File: src/rtl/mem_access_unit.sv
// mem_access_unit: MEM-stage load/store engine feeding the MEM/WB register.
// Checks each access for legality, and for a store builds the byte-lane
// strobes and replicated write data. It runs a req/ack handshake with data
// memory, and for a load extracts the addressed byte, half or word and
// sign/zero-extends it. The pipeline is stalled until the access completes.
//
// Ports:
//   clk, rst           clock (rising edge), async active-high reset
//   valid              EX/MEM slot holds a live instruction
//   mem_read/mem_write load / store request
//   funct3             RV32I width/sign code
//   addr, wdata        byte address and store source value
//   mem_ack, mem_rdata memory completion and read word
//   mem_req, mem_we    memory request (held until ack) and write flag
//   mem_addr           word-aligned address
//   mem_wstrb          byte-lane write enables
//   mem_wdata          lane-replicated store data
//   data_o             extended load data for MEM/WB
//   done, fault        one-cycle completion pulse and its error flag
//   stall              freeze IF..EX/MEM (combinational)
module mem_access_unit #(
  parameter int unsigned TIMEOUT_CYCLES = 255
) (
  input  logic        clk,
  input  logic        rst,
  input  logic        valid,
  input  logic        mem_read,
  input  logic        mem_write,
  input  logic [2:0]  funct3,
  input  logic [31:0] addr,
  input  logic [31:0] wdata,
  input  logic        mem_ack,
  input  logic [31:0] mem_rdata,
  output logic        mem_req,
  output logic        mem_we,
  output logic [31:0] mem_addr,
  output logic [3:0]  mem_wstrb,
  output logic [31:0] mem_wdata,
  output logic [31:0] data_o,
  output logic        done,
  output logic        fault,
  output logic        stall
);

  localparam int unsigned CNT_W = 8;
  localparam logic [CNT_W-1:0] CNT_LAST = CNT_W'(TIMEOUT_CYCLES - 1);

  typedef enum logic [1:0] {
    S_IDLE = 2'd0,
    S_WAIT = 2'd1,
    S_DONE = 2'd2
  } state_t;

  state_t           r_state;
  logic [CNT_W-1:0] r_cnt;
  logic [2:0]       r_funct3;
  logic [1:0]       r_boff;

  logic        w_start;
  logic        w_f3_ok;
  logic        w_align_ok;
  logic        w_legal;
  logic [3:0]  w_wstrb;
  logic [31:0] w_wdata;
  logic [31:0] w_lane;
  logic [31:0] w_load;

  assign w_start = valid & (mem_read | mem_write);

  // Width codes accepted per direction, and natural alignment per width
  assign w_f3_ok = mem_write ? (funct3 inside {3'b000, 3'b001, 3'b010})
                             : (funct3 inside {3'b000, 3'b001, 3'b010, 3'b100, 3'b101});
  assign w_align_ok = !((funct3[1:0] == 2'b01) && addr[0]) &&
                      !((funct3[1:0] == 2'b10) && (addr[1:0] != 2'b00));
  assign w_legal = !(mem_read && mem_write) && w_f3_ok && w_align_ok;

  // Store lane steering: replicate the source across lanes, strobe the target ones
  always_comb begin
    w_wstrb = 4'b1111;
    w_wdata = wdata;
    case (funct3[1:0])
      2'b00: begin
        w_wstrb = 4'b0001 << addr[1:0];
        w_wdata = {4{wdata[7:0]}};
      end
      2'b01: begin
        w_wstrb = addr[1] ? 4'b1100 : 4'b0011;
        w_wdata = {2{wdata[15:0]}};
      end
      default: begin
        w_wstrb = 4'b1111;
        w_wdata = wdata;
      end
    endcase
  end

  // Load extraction uses the width code and byte offset latched at issue
  assign w_lane = mem_rdata >> {r_boff, 3'b000};

  always_comb begin
    w_load = w_lane;
    case (r_funct3)
      3'b000:  w_load = {{24{w_lane[7]}}, w_lane[7:0]};
      3'b100:  w_load = {24'd0, w_lane[7:0]};
      3'b001:  w_load = {{16{w_lane[15]}}, w_lane[15:0]};
      3'b101:  w_load = {16'd0, w_lane[15:0]};
      default: w_load = w_lane;
    endcase
  end

  // Stall is forced low during reset so the pipeline is released immediately
  assign stall = !rst && (((r_state == S_IDLE) && w_start) || (r_state == S_WAIT));

  // Access sequencer: IDLE -> WAIT -> DONE, or IDLE -> DONE for an illegal access
  always_ff @(posedge clk or posedge rst) begin
    if (rst) begin
      r_state   <= S_IDLE;
      r_cnt     <= '0;
      r_funct3  <= 3'd0;
      r_boff    <= 2'd0;
      mem_req   <= 1'b0;
      mem_we    <= 1'b0;
      mem_addr  <= 32'd0;
      mem_wstrb <= 4'd0;
      mem_wdata <= 32'd0;
      data_o    <= 32'd0;
      done      <= 1'b0;
      fault     <= 1'b0;
    end else begin
      done <= 1'b0;
      case (r_state)
        S_IDLE: begin
          if (w_start) begin
            if (w_legal) begin
              mem_req   <= 1'b1;
              mem_we    <= mem_write;
              mem_addr  <= {addr[31:2], 2'b00};
              mem_wstrb <= mem_write ? w_wstrb : 4'd0;
              mem_wdata <= mem_write ? w_wdata : 32'd0;
              r_funct3  <= funct3;
              r_boff    <= addr[1:0];
              r_cnt     <= '0;
              r_state   <= S_WAIT;
            end else begin
              fault   <= 1'b1;
              done    <= 1'b1;
              r_state <= S_DONE;
            end
          end
        end
        S_WAIT: begin
          if (mem_ack) begin
            mem_req <= 1'b0;
            data_o  <= mem_we ? 32'd0 : w_load;
            fault   <= 1'b0;
            done    <= 1'b1;
            r_cnt   <= '0;
            r_state <= S_DONE;
          end else if (r_cnt == CNT_LAST) begin
            // This cycle is the last one allowed without an ack: bus fault
            mem_req <= 1'b0;
            data_o  <= 32'd0;
            fault   <= 1'b1;
            done    <= 1'b1;
            r_cnt   <= '0;
            r_state <= S_DONE;
          end else begin
            r_cnt <= r_cnt + CNT_W'(1);
          end
        end
        S_DONE: begin
          fault   <= 1'b0;
          r_state <= S_IDLE;
        end
        default: r_state <= S_IDLE;
      endcase
    end
  end

endmodule

File: config.mk
export PLATFORM = sky130hd
export DESIGN_NAME = mem_access_unit
export DESIGN_NICKNAME = d
export VERILOG_FILES = /design/src/rtl/mem_access_unit.sv
export SDC_FILE = /design/constraint.sdc
export NUM_CORES = 1
export LEC_CHECK = 0
export CAP_MARGIN = 25
export CORE_UTILIZATION = 55
export CTS_BUF_LIST = sky130_fd_sc_hd__clkbuf_16
export DETAILED_ROUTE_END_ITERATION = 10
export DONT_BUFFER_PORTS = 1
export GPL_TIMING_DRIVEN = 0
export PLACE_DENSITY = 0.77
export SLEW_MARGIN = 40
export SYNTH_ARGS = -nofsm -noshare
export SYNTH_HDL_FRONTEND = slang
export SYNTH_SLANG_ARGS = --single-unit
File: constraint.sdc
create_clock -name clk -period 6.1 [get_ports clk]
set_input_delay 1.83 -clock clk [delete_from_list [all_inputs] [get_ports clk]]
set_output_delay 1.83 -clock clk [all_outputs]
set_load 0.05 [all_outputs]
==> metrics list, run 1 <==
* Status: finished clean
- In this run the standard cell core region covers 10,200 µm².
- GRT Residual Overflow: 0
- Initial antenna violation count: 0
- For this run, the slowest stage of the critical path takes between 0.6 and 0.7 ns.
- Sorting the synthesized cells by how often they occur yields 117 x sky130_fd_sc_hd__dfrtp_1, 92 x sky130_fd_sc_hd__o21ai_0, 61 x sky130_fd_sc_hd__mux2_2, 49 x sky130_fd_sc_hd__nand2_1, 25 x sky130_fd_sc_hd__clkbuf_1.
* Final min period: a little under 5 ns
* Cell at the slowest stage of the critical path: sky130_fd_sc_hd__o21ai_0
* Kind of end point of the critical path: output port
- First-pass iteration count of the detailed router: 5
- Measured along the y axis, the die boundary spans 104 µm.
* Predominant post-synthesis flop cell: sky130_fd_sc_hd__dfrtp_1
* Average routed wire per standard cell: 21.6 µm
- GR Util All Layers: roughly 29%
- Max cap viols: 0
* Clock tree from TritonCTS: done
* Detailed-route via count: 4,571
- Standby leakage power: ~0.0029 µW
- Number of global-route vias before repair: roughly 4,800
- Post-synth cell types: 52
- The count of nets left with antenna violations once routing finished came out at 0.
* Net count, final: 665
- Max Fanout on Critical Path: 6
* Count of inserted antenna diode cells: 0
- Number of gates resized after CTS: 0
- Hold Startpoint: r_cnt[0]
- Mapped Area: 5770 µm²
- The worst setup path is of the in2out kind.
- Headroom to the max-slew limit came out at 43.0%.
- The synthesized design devotes to its leading area cell type 50.7% of total area.
- The clock drives approximately 120 sinks.
- Buffers added to address setup during post-CTS repair amount to 0.
* Non-filler instance count after layout: 707
- Crit share post-route: between 70% and 80%
* Arrival time of the worst setup path: 3.04 ns
* Library cell occupying the most area in the post-synthesis netlist: sky130_fd_sc_hd__dfrtp_1
- After routing the design area is 6640 µm².
- The placed instances occupy a cell area of 5980 µm².
- For this run, the share of the core covered by cells in the final layout is 64.9%.
- The startpoint identified for the worst register-to-register timing path is r_boff[0].
* Die area: between 10,000 and 15,000 µm²
* Fraction of met1 tracks used by global routing: a little under a third
- Number of DRC markers after the initial detailed-route iteration: around 230
- Number of buffers on the longest clock path: 2
* Total length of routed wires: roughly 15 mm
* Avg Synthesized Cell Area: 10.7 µm²
- Gr busiest metal: met2
- The filler cells instantiated in the layout total 807.
* Final slew viol count: 0
- Walking the worst path, the cells encountered are o21a_1 > o21ai_0 > nor2_2.
- After clock tree synthesis, the clock-pin slew on the worst setup and hold paths is roughly 0.050 ns.
* Maximum number of pins on one net before global-route repair: 70
- The first global-routing pass estimated 24.3 mm of wire.
- In the final timing run, aggregate negative setup slack is 0 ns.
- The tree is rooted in a sky130_fd_sc_hd__clkbuf_16.
* Vias per inst: 6.47
* Count of warnings emitted by yosys: 0
- Worst hold-check path type: reg2reg
- Final hold analysis gives a worst-case slack of approximately 0.56 ns.
- At the pin with the least slew margin, the transition time is around 0.85 ns.
- Tracing the worst setup path back leads to its startpoint at mem_write.
- By instance count, the leading cell after synthesis is sky130_fd_sc_hd__dfrtp_1.
* Most area-consuming cells after synthesis: sky130_fd_sc_hd__dfrtp_1 51%, sky130_fd_sc_hd__mux2_2 12%, sky130_fd_sc_hd__o21ai_0 8.0%, sky130_fd_sc_hd__mux2i_1 4.2%, sky130_fd_sc_hd__o2bb2ai_1 3.3%
- Share of post-route cells with drive strength above 1: 20.8%
- Hold repair after CTS inserted 0 buffers.
- The clock reaches the later pin of the worst-skew pair after about 0.41 ns.
- The number of hold-slack violations in the final timing report was 0.
- Clock skew on the completed layout was measured at 0.0131 ns.
* Count of input and output buffers: 0
- Global routing used 9.84% of the available met3 tracks.
- In this run, synthesis inferred 0 flip-flops with an integrated enable.
- Max rail drop VDD: 0.000285 V
- Global routing consumed, on the met2 layer, 48.5% of the routing resources.
* Starting density of the core: 56.4%
- Synthesis handed over a netlist of between 500 and 600 instances.
- The multi-input combinational cells in the finished layout cover a total of 2610 µm².
- Final Wtd Congestion: 0.940
- Async set-reset flop share out of synthesis: 100%
- Summing all flip-flop and latch instances after layout gives between 2000 and 3000 µm².
- Dpl hpwl: ~11 mm
* Setup crit start kind: primary input
* Data required time of the worst path: 4.27 ns
- The H-tree was split into 4 levels.
- The synthesized design contains 117 register bits.
* Fmax: between 0.2 and 0.25 GHz
- Proportion of synthesized chip area in sequential cells: 50.7%
- Final setup vio count: 0
- Pin placement for this block handled 210 I/O pins.
- The area growth from synthesis to layout is 15.0%.
- In the routed design, unresolved DRC markers number 0.
- The number of clock buffers added by TritonCTS is 17.
- Setup repair after global routing left no endpoint under its margin.
- Including well taps, the total number of placed cells is just under 700.
- Measured along the x axis, the die boundary spans 104 µm.
- After floorplanning, the core was divided into 37 placement rows.
* Total power divided by cell area: 566 nW/µm²
## registers in the layout (all words and copies together) (netlist names)
signal,count
r_state,2
data_o,32
mem_wstrb,4
fault,1
r_cnt,8
mem_wdata,32
r_funct3,3
mem_we,1
done,1
mem_addr,30
mem_req,1
r_boff,2
## logic make-up (layout without fill, tap and decap cells)
group                      after synthesis  count (layout)  synth area share [%]
muxes                                   87              87                  16.7
xor gates and xnor gates                 1               1                 0.152
buffers and inverters                   55              88                  4.18
AOI/OAI and AO/OA                      177             177                  19.7
other                                    1               2                0.0650
and+or+nand+nor                         97              97                  7.98
DFF                                    117             117                  50.7
adders and majority gates                2               2                 0.433
## worst max-delay path, delay by kind of cell
| family | cells | cell delay, ns |
|---|---|---|
| AOI/OAI and AO/OA | 2 | 0.92 |
| and+or+nand+nor | 1 | 0.29 |
## final cells by class
| class | count | area share [%] |
|---|---|---|
| plain buffers | 43 | 2.96 |
| well taps | 136 | 2.56 |
| flip-flops and latches | 117 | 44.1 |
| multi-input cells | 366 | 39.3 |
| clock inverters | 15 | 3.41 |
| repair buffers | 1 | 0.415 |
| inverters | 12 | 0.792 |
| clock buffers | 17 | 6.41 |
## cells in the final DEF, fill, tap and decap left out, drive strengths merged, types with 4 or more instances in the layout
cell type / netlist / routed
a211o: 5 / 5
mux2i: 24 / 24
nand2: 49 / 49
bufinv: 0 / 5
nand3: 8 / 8
dfrtp: 117 / 117
o21ai: 96 / 96
inv: 12 / 16
o2bb2ai: 22 / 22
mux2: 62 / 62
nor3: 4 / 4
clkbuf: 25 / 42
a21oi: 18 / 18
nor2: 15 / 15
a221o: 16 / 16
clkinv: 0 / 4
buf: 18 / 19
## worst paths after layout
kind	end	slack, ns	depth (start not counted)
hold reg to reg	r_cnt[0]	0.56	1
setup / recovery	stall	1.23	3
hold / removal	r_cnt[0]	0.56	1
setup reg to reg	data_o[20]	3.88	5
min in group asynchronous	mem_addr[20]	1.30	1
max in group asynchronous	mem_wdata[6]	4.19	2
## through the flow
step,power [µW],setup WS [ns]
2_1_floorplan,2480,1.17
3_3_place_gp,2630,0.104
3_5_place_dp,2670,1.19
4_1_cts,3770,1.18
5_1_grt,3900,1.18
6_report,3750,1.23
## per-layer routing
| metal | part of all wire [%] | wire, µm | up-vias |
|---|---|---|---|
| met5 | 0 | 0 | - |
| met3 | 9.1 | 1390 | 39 |
| met2 | 50 | 7610 | 258 |
| li1 | - | - | 2022 |
| met1 | 38 | 5740 | 2252 |
| met4 | 3.4 | 524 | 0 |
## where the power goes
part	internal, µW	total, µW	switching, µW
clock	728	1100	370
combinational	292	592	300
sequential	1020	2060	1050
(Power assumes the default switching activity.)
==> inputs of run 2 (changes only) <==
Settings changed: ABC_AREA set to 1, PLACE_DENSITY 0.77 to 0.8.
Clock period 6.1 ns to 4.45 ns, I/O delays scaled along.
==> run 2 against run 1 <==
Compared with the run above:
- routed wire length up 11%
- critical path type unchanged
- critical path depth up 1
- area after synthesis up 3.4%
- largest cell class unchanged
- worst hold slack worse by 0.087 ns
- die area up 3.4%
- combinational power up 89%
- register-to-register slack worse by 1.3 ns
- clock skew down 0.0032 ns
- via count up 20%
- final cell count up 41%
==> metrics list, run 2 <==
* Starting density of the core: 57.3% (+0.89 points)
* Most area-consuming cells after synthesis: sky130_fd_sc_hd__dfrtp_1 49%, sky130_fd_sc_hd__nand2_1 27%, sky130_fd_sc_hd__o21ai_0 4.6%, sky130_fd_sc_hd__nand3_1 3.4%, sky130_fd_sc_hd__inv_1 2.8%
- Avg Synthesized Cell Area: 7.23 µm² (-33%)
- The number of hold-slack violations in the final timing report is 0 (unchanged).
* Number of cell rows: 37 (unchanged)
* Dpl hpwl: 12.5 mm (+12%)
* Instance area at placement: 6180 µm² (+3.4%)
* Die boundary width: 106 µm (+1.7%)
- Kind of critical path: in2out
- The gate count of the mapped netlist came to 826 (+54%).
* Status: finished clean
* Proportion of synthesized chip area in sequential cells: 49.0% (-1.7 points)
* Transition time at the pin with the least slew margin: 0.617 ns (-0.228 ns)
- The post-synthesis async set-or-reset flop share is 100% (unchanged).
- Clock transition at path regs: 0.05 ns (about the same)
- The final weighted congestion in routability-driven placement was 0.947 (+0.79%).
* Number of DRC markers after the initial detailed-route iteration: 416 (+84%)
* Worst Clk Skew: 0.00989 ns (-0.00323 ns)
- Registers with the highest flip-flop counts: data_o x32, mem_wdata x32, mem_addr x30
* Average routed wire per standard cell: 17.0 µm (-21%)
- Post-synth EDFFs: 0 (unchanged)
- In the layout the commonest cells are 425 x sky130_fd_sc_hd__nand2_1, 117 x sky130_fd_sc_hd__dfrtp_1, 55 x sky130_fd_sc_hd__o21ai_0.
- The worst stage delay on the critical path was 0.56 ns (-0.13 ns).
* Unrepaired setup endpoints after global routing: false
* Final slew viol count: 0 (unchanged)
- Clock tree synthesis selected as its root buffer the cell sky130_fd_sc_hd__clkbuf_16.
- The count of H-tree levels built during CTS is 4 (unchanged).
- TritonCTS built the clock tree.
- Mapped Area: 5970 µm² (+3.4%)
- STA classifies the critical path startpoint as a primary input.
- The leftover overflow at the end of global routing came to 0 (unchanged).
- Initial antenna violation count: 0 (unchanged)
- Traced cell by cell, the critical path runs through clkbuf_1 > or2_2 > nand3_1 > a21oi_2.
- Counting instances in the post-synthesis netlist gives the leading cell types as 425 x sky130_fd_sc_hd__nand2_1, 117 x sky130_fd_sc_hd__dfrtp_1, 55 x sky130_fd_sc_hd__o21ai_0, 45 x sky130_fd_sc_hd__inv_1, 40 x sky130_fd_sc_hd__nand3_1.
* Cell at the slowest stage of the critical path: sky130_fd_sc_hd__a21oi_2
* First-pass iteration count of the detailed router: 5 (unchanged)
* Library cell occupying the most area in the post-synthesis netlist: sky130_fd_sc_hd__dfrtp_1
* Area growth from synthesis to layout: 13.1%
- The leakage component of the power came to 0.00369 µW (+29%).
* Worst hold-check path type: reg2reg
- Maximum number of pins on one net before global-route repair: 63 (-10%)
* Die area: 11,300 µm² (+3.4%)
- The library cell used most frequently in the layout, excluding fill and tap cells, is sky130_fd_sc_hd__nand2_1.
- The required time at the worst-slack endpoint came to 3.12 ns (-1.15 ns).
- Crit share post-route: about nine tenths
* Total power after layout: 5460 µW (+45%)
- Among all flip-flop cells after synthesis, the most frequent one is sky130_fd_sc_hd__dfrtp_1.
* Share of post-route cells with drive strength above 1: 8.49% (-12 points)
- The maximum number of buffers from clock root to sink is 2 (unchanged).
- Clock Sinks: 117 (unchanged)
- Net count, final: 954 (+43%)
- The setup violation total in the final timing report is 0 (unchanged).
- Clock latency reported for the late side of the worst-skew pair: 0.41 ns (about the same)
* Kind of end point of the critical path: output port
- Among all cell types in the netlist, the one instantiated most often is sky130_fd_sc_hd__nand2_1.
* Count of inserted antenna diode cells: 0 (unchanged)
- Total length of routed wires: 16.9 mm (+11%)
- The hold buffer count at cts came to 0 (unchanged).
* Delay-heaviest family, CP: compound AO/OA/AOI/OAI gates
- The number of vias after detailed routing is 5,489 (+20%).
- Number of gates resized after CTS: 0 (unchanged)
* GR Util All Layers: 31.1% (+2.4 points)
* Max cap viols: 0 (unchanged)
* Number of buffer and inverter stages on the critical path: 1 (+1)
- The critical path arrival is 2.60 ns (-0.44 ns).
* Count of warnings emitted by yosys: 0 (unchanged)
- Total power divided by cell area: 809 nW/µm² (+43%)
- The count of buffers inserted at the top-level ports is 0 (unchanged).
- The worst path setup slack after routing is 0.510 ns (-0.721 ns).
* Worst slack after detailed placement: 0.517 ns (-0.671 ns)
* CTS Buf Count: 17 (unchanged)
- Fmax: 0.254 GHz
- Design Area, Final: 6750 µm² (+1.7%)
* Max Fanout on Critical Path: 10 (+4)
- The number of unique standard cell types used by synthesis was 25 (-52%).
- Vias per inst: 5.51 (-15%)
- Number of setup buffers added after CTS: 0 (unchanged)
* Rel. slew slack: 58.9% (+16 points)
- Core area: 10,400 µm² (+1.8%)
- Top-area cell type share of the netlist area: 49.0% (-1.7 points)
- Number of global-route vias before repair: 5,645 (+18%)
* Global-route wire length before repair: 27.2 mm (+12%)
- The I/O pin count is 210 (unchanged).
* Number of nets still failing antenna checks after routing: 0 (unchanged)
- Die H: 106 µm (+1.7%)
* Max rail drop VDD: 0.000510 V (+79%)
- Final min period: 3.94 ns
- Number of design rule violations left after detail routing: 0 (unchanged)
- #FFs+latches synth: 117 (unchanged)
[run 2: cell types whose count changed in the layout (fill, tap and decap cells not counted), moves of 20 or more]
cell / previous run / this run
sky130_fd_sc_hd__o2bb2ai_1: 22 / 0
sky130_fd_sc_hd__mux2i_1: 24 / 0
sky130_fd_sc_hd__nor2_1: 14 / 34
sky130_fd_sc_hd__nand2_1: 49 / 425
sky130_fd_sc_hd__nand3_1: 7 / 40
sky130_fd_sc_hd__mux2_2: 61 / 0
sky130_fd_sc_hd__o21ai_0: 92 / 55
sky130_fd_sc_hd__inv_1: 12 / 45
[run 2: final timing paths]
| path | slack, ns | to | start | cells past startpoint |
|---|---|---|---|---|
| min | 0.47 | r_funct3[0] | r_funct3[0] | 2 |
| min in group asynchronous | 0.80 | r_cnt[1] | rst | 1 |
| max reg2reg | 2.56 | data_o[31] | r_cnt[3] | 8 |
| max | 0.51 | stall | mem_write | 4 |
| max in group asynchronous | 3.03 | data_o[13] | rst | 2 |
| min reg2reg | 0.47 | r_funct3[0] | r_funct3[0] | 2 |
[run 2: per-layer routing]
| metal | vias to the layer above | wire (µm) | global-route usage (%) |
|---|---|---|---|
| met2 | 265 | 8330 | 51.2 |
| met4 | 0 | 274 | 11.8 |
| met1 | 2573 | 6640 | 37.7 |
| li1 | 2622 | - | - |
| met5 | - | 0 | 0 |
| met3 | 29 | 1690 | 10.7 |
[run 2: cell type report]
cell class	instances	area (µm²)
clock inverter	15	141
buffer	43	250
inverter	48	188
timing repair buffer	1	27.5
sequential	117	2930
fill	924	3670
clock buffer	17	425
multi-input combinational	619	2620
tap	136	170
[run 2: metrics by stage]
stage               hold WS (ns)  TNS, ns  utilization, %  cells
detailed placement         0.468        0            59.4    964
global route               0.551        0            64.8    996
finish                     0.474        0            64.8    996
CTS                        0.480        0            64.8    996
floorplan                  0.442        0               -    827
global placement           0.467  -124.25            59.0    963
[run 2: report_power, final]
part	total (µW)	internal [µW]	switching, µW
logic	1120	375	750
registers	3020	1430	1600
clock network	1310	814	499
[run 2: cells by family (layout without fill, tap and decap cells)]
family                     count (synthesis)  count (layout)  share of synthesized area [%]
other                                      1               2                         0.0628
AOI/OAI and AO/OA                         89              89                           7.88
and+or+nand+nor                          523             523                           34.9
DFF                                      117             117                           49.0
buffers and inverters                     91             124                           7.21
adders and majority gates                  2               2                          0.419
xor gates and xnor gates                   3               3                          0.440
[run 2: tightest hold or removal path: cells and delay by family (launching register included)]
family,cells,cell delay (ns)
and+or+nand+nor,2,0.11
DFF,1,0.34
==> inputs of run 3 (changes only) <==
Settings changed: ABC_AREA 1 to not set.
==> run 3 against run 2 <==
Compared with the run above:
- worst setup slack worse by 0.13 ns
- largest power group unchanged
- highest routed layer unchanged
- sequential power decreased by 6%
- critical path depth shrank 1
- via count fell by 17%
- register-to-register slack got worse by 0.36 ns
==> metrics list, run 3 (synthesis results as in run 1) <==
* Status: finished clean
- Worst-case reg-to-reg path depth: 5 (-3)
* Clock latency reported for the late side of the worst-skew pair: 0.41 ns (about the same)
* Cell breakdown of the critical path: o21a_1 > o21ai_0 > nor2_1
* Number of gates resized after CTS: 0 (unchanged)
- Cell depth of the worst min-delay path: 1 (-1)
- First-pass iteration count of the detailed router: 5 (unchanged)
- The total negative slack for setup checks came to 0 ns (unchanged).
- The area of the core is 10,200 µm² (-1.8%).
* Commonest cells after routing, fill and taps aside: 117 x sky130_fd_sc_hd__dfrtp_1, 92 x sky130_fd_sc_hd__o21ai_0, 61 x sky130_fd_sc_hd__mux2_2
- Dpl hpwl: 11.2 mm (-10%)
- Number of setup buffers added after CTS: 0 (unchanged)
- The final weighted congestion in routability-driven placement was 0.930 (-1.8%).
* Library cell used as clock root buffer: sky130_fd_sc_hd__clkbuf_16
- CP Depth: 3 (-1)
* Number of nets still failing antenna checks after routing: 0 (unchanged)
* Maximum number of pins on one net before global-route repair: 64 (+1.6%)
* Max Fanout on Critical Path: 6 (-4)
* Cell at the slowest stage of the critical path: sky130_fd_sc_hd__o21ai_0
* Final setup vio count: 0 (unchanged)
- The final cell count without fillers was 708 (-29%).
* Number of DRC markers after the initial detailed-route iteration: 285 (-31%)
* CTS Buf Count: 17 (unchanged)
- Most common cell after layout, fill and taps aside: sky130_fd_sc_hd__dfrtp_1
* Delay-heaviest family, CP: compound AO/OA/AOI/OAI gates
- Initial antenna violation count: 0 (unchanged)
- Die H: 104 µm (-1.6%)
- Unrepaired setup endpoints after global routing: false
- Crit share post-route: 91.4% (+2.8 points)
- GR Util All Layers: 28.8% (-2.3 points)
* Registers with the highest flip-flop counts: data_o x32, mem_wdata x32, mem_addr x30
- The worst clock skew on the final layout was 0.00921 ns (-0.000680 ns).
- Share of post-route cells with drive strength above 1: 20.8% (+12 points)
* Arrival time of the worst setup path: 2.73 ns (+0.13 ns)
* Number of buffer and inverter stages on the critical path: 0 (-1)
- Number of cell rows: 37 (unchanged)
- From synthesis to final layout, the design area changed by 14.4%.
- Worst slack after detailed placement: 0.418 ns (-0.0991 ns)
- The number of fillers in the final layout is 821 (-11%).
- The largest vdd supply drop is 0.000404 V (-21%).
- The worst setup path is of the in2out kind.
- Rel. slew slack: 41.0% (-18 points)
- The path class of the tightest hold or removal check is reg2reg.
* Max cap viols: 0 (unchanged)
- Number of endpoints with negative hold slack in the final report: 0 (unchanged)
- Fmax: 0.246 GHz (-3.1%)
* CTS H-tree depth: 4 (unchanged)
* Clock Sinks: 117 (unchanged)
* Starting density of the core: 56.4% (-0.89 points)
- The via density per instance was 6.44 (+17%).
- The number of pins exceeding their max-slew limit in the final report was 0 (unchanged).
- The minimum clock period was 4.07 ns (+0.127 ns).
- Transition time at the pin with the least slew margin: 0.881 ns (+0.264 ns)
- Total power divided by cell area: 767 nW/µm² (-5.2%)
- Instance area at placement: 5980 µm² (-3.3%)
* Hold buffer count at cts: 0 (unchanged)
- The final standard cell area without fillers was 6600 µm² (-2.2%).
* Detailed-route via count: 4,561 (-17%)
- Kind of end point of the critical path: output port
- The number of nets in the layout is 665 (-30%).
* Total power after layout: 5060 µW (-7.3%)
* Number of buffers on the longest clock path: 2 (unchanged)
- The I/O pin count is 210 (unchanged).
* Number of global-route vias before repair: 4,674 (-17%)
- Cell total after placement: 675 (-30%)
- The overall die area is 10,900 µm² (-3.3%).
- Data required time of the worst path: 3.12 ns (about the same)
- The wire length per cell after detailed routing was 21.5 µm (+27%).
- The count of buffers inserted at the top-level ports was 0 (unchanged).
- Die boundary width: 104 µm (-1.6%)
- TritonCTS built the clock tree.
- Standby leakage power: 0.00284 µW (-23%)
- Setup crit start kind: primary input
* Fin worst setup slack: 0.384 ns (-0.127 ns)
- Total length of routed wires: 15.3 mm (-9.9%)
- The post-CTS clock slew at the launch and capture registers of the worst setup and hold paths was 0.05 ns (about the same).
- Number of design rule violations left after detail routing: 0 (unchanged)
- Slowest stage delay, CP: 0.71 ns (+0.15 ns)
* Global-route wire length before repair: 24.2 mm (-11%)
* GRT Residual Overflow: 0 (unchanged)
-- run 3: cell count changes in the layout (fill, tap and decap cells not counted), sizes merged, moves of 16 or more --
cell and change:
mux2i +24, inv -29, a221o +16, o21ai +40, o2bb2ai +22, nand2 -377
nor2 -21, nand3 -35, mux2 +62
-- run 3: final timing paths --
| check | startpoint | to | slack [ns] |
|---|---|---|---|
| worst min register to register | r_funct3[1] | r_funct3[1] | 0.57 |
| worst min-delay path | r_funct3[1] | r_funct3[1] | 0.57 |
| worst max-delay path | mem_write | stall | 0.38 |
| max in group asynchronous | rst | mem_wdata[1] | 3.03 |
| worst max register to register | r_boff[0] | data_o[18] | 2.20 |
| min in group asynchronous | rst | mem_addr[18] | 0.78 |
-- run 3: stage by stage --
| step | hold WS [ns] | utilization (%) |
|---|---|---|
| after floorplan | 0.501 | - |
| after global placement | 0.529 | 58.1 |
| after detailed placement | 0.550 | 58.5 |
| after CTS | 0.563 | 64.5 |
| after global routing | 0.590 | 64.5 |
| final | 0.566 | 64.5 |
-- run 3: worst reg2reg max path, stage by stage (launching register included) --
cell and delay (ns):
sky130_fd_sc_hd__dfrtp_1 0.37, sky130_fd_sc_hd__buf_1 0.41, sky130_fd_sc_hd__mux2_2 0.41, sky130_fd_sc_hd__a211oi_2 0.48, sky130_fd_sc_hd__buf_2 0.34, sky130_fd_sc_hd__a221o_1 0.16
-- run 3: metal layers --
layer	GRT usage, %	up-vias	share of wire [%]
li1	-	2026	-
met1	33.3	2220	38
met2	46.7	265	48
met3	9.65	50	9.7
met4	16.4	0	4.0
met5	0	-	0
-- run 3: final cells by class --
class	instances	area, µm²	area share [%]
timing repair buffer	1	27.5	0.417
clock inverter	15	191	2.90
antenna	1	2.50	0.0379
inverter	12	52.6	0.796
clock buffer	17	425	6.45
buffer	43	196	2.98
multi-input combinational	366	2610	39.5
tap	136	170	2.58
sequential	117	2930	44.4
-- run 3: where the power goes --
part | switching [µW] | internal [µW] | leakage [µW]
logic | 412 | 401 | 0.00105
registers | 1440 | 1390 | 0.00149
clock network | 524 | 896 | 0.000298
total | 2380 | 2690 | 0.00284
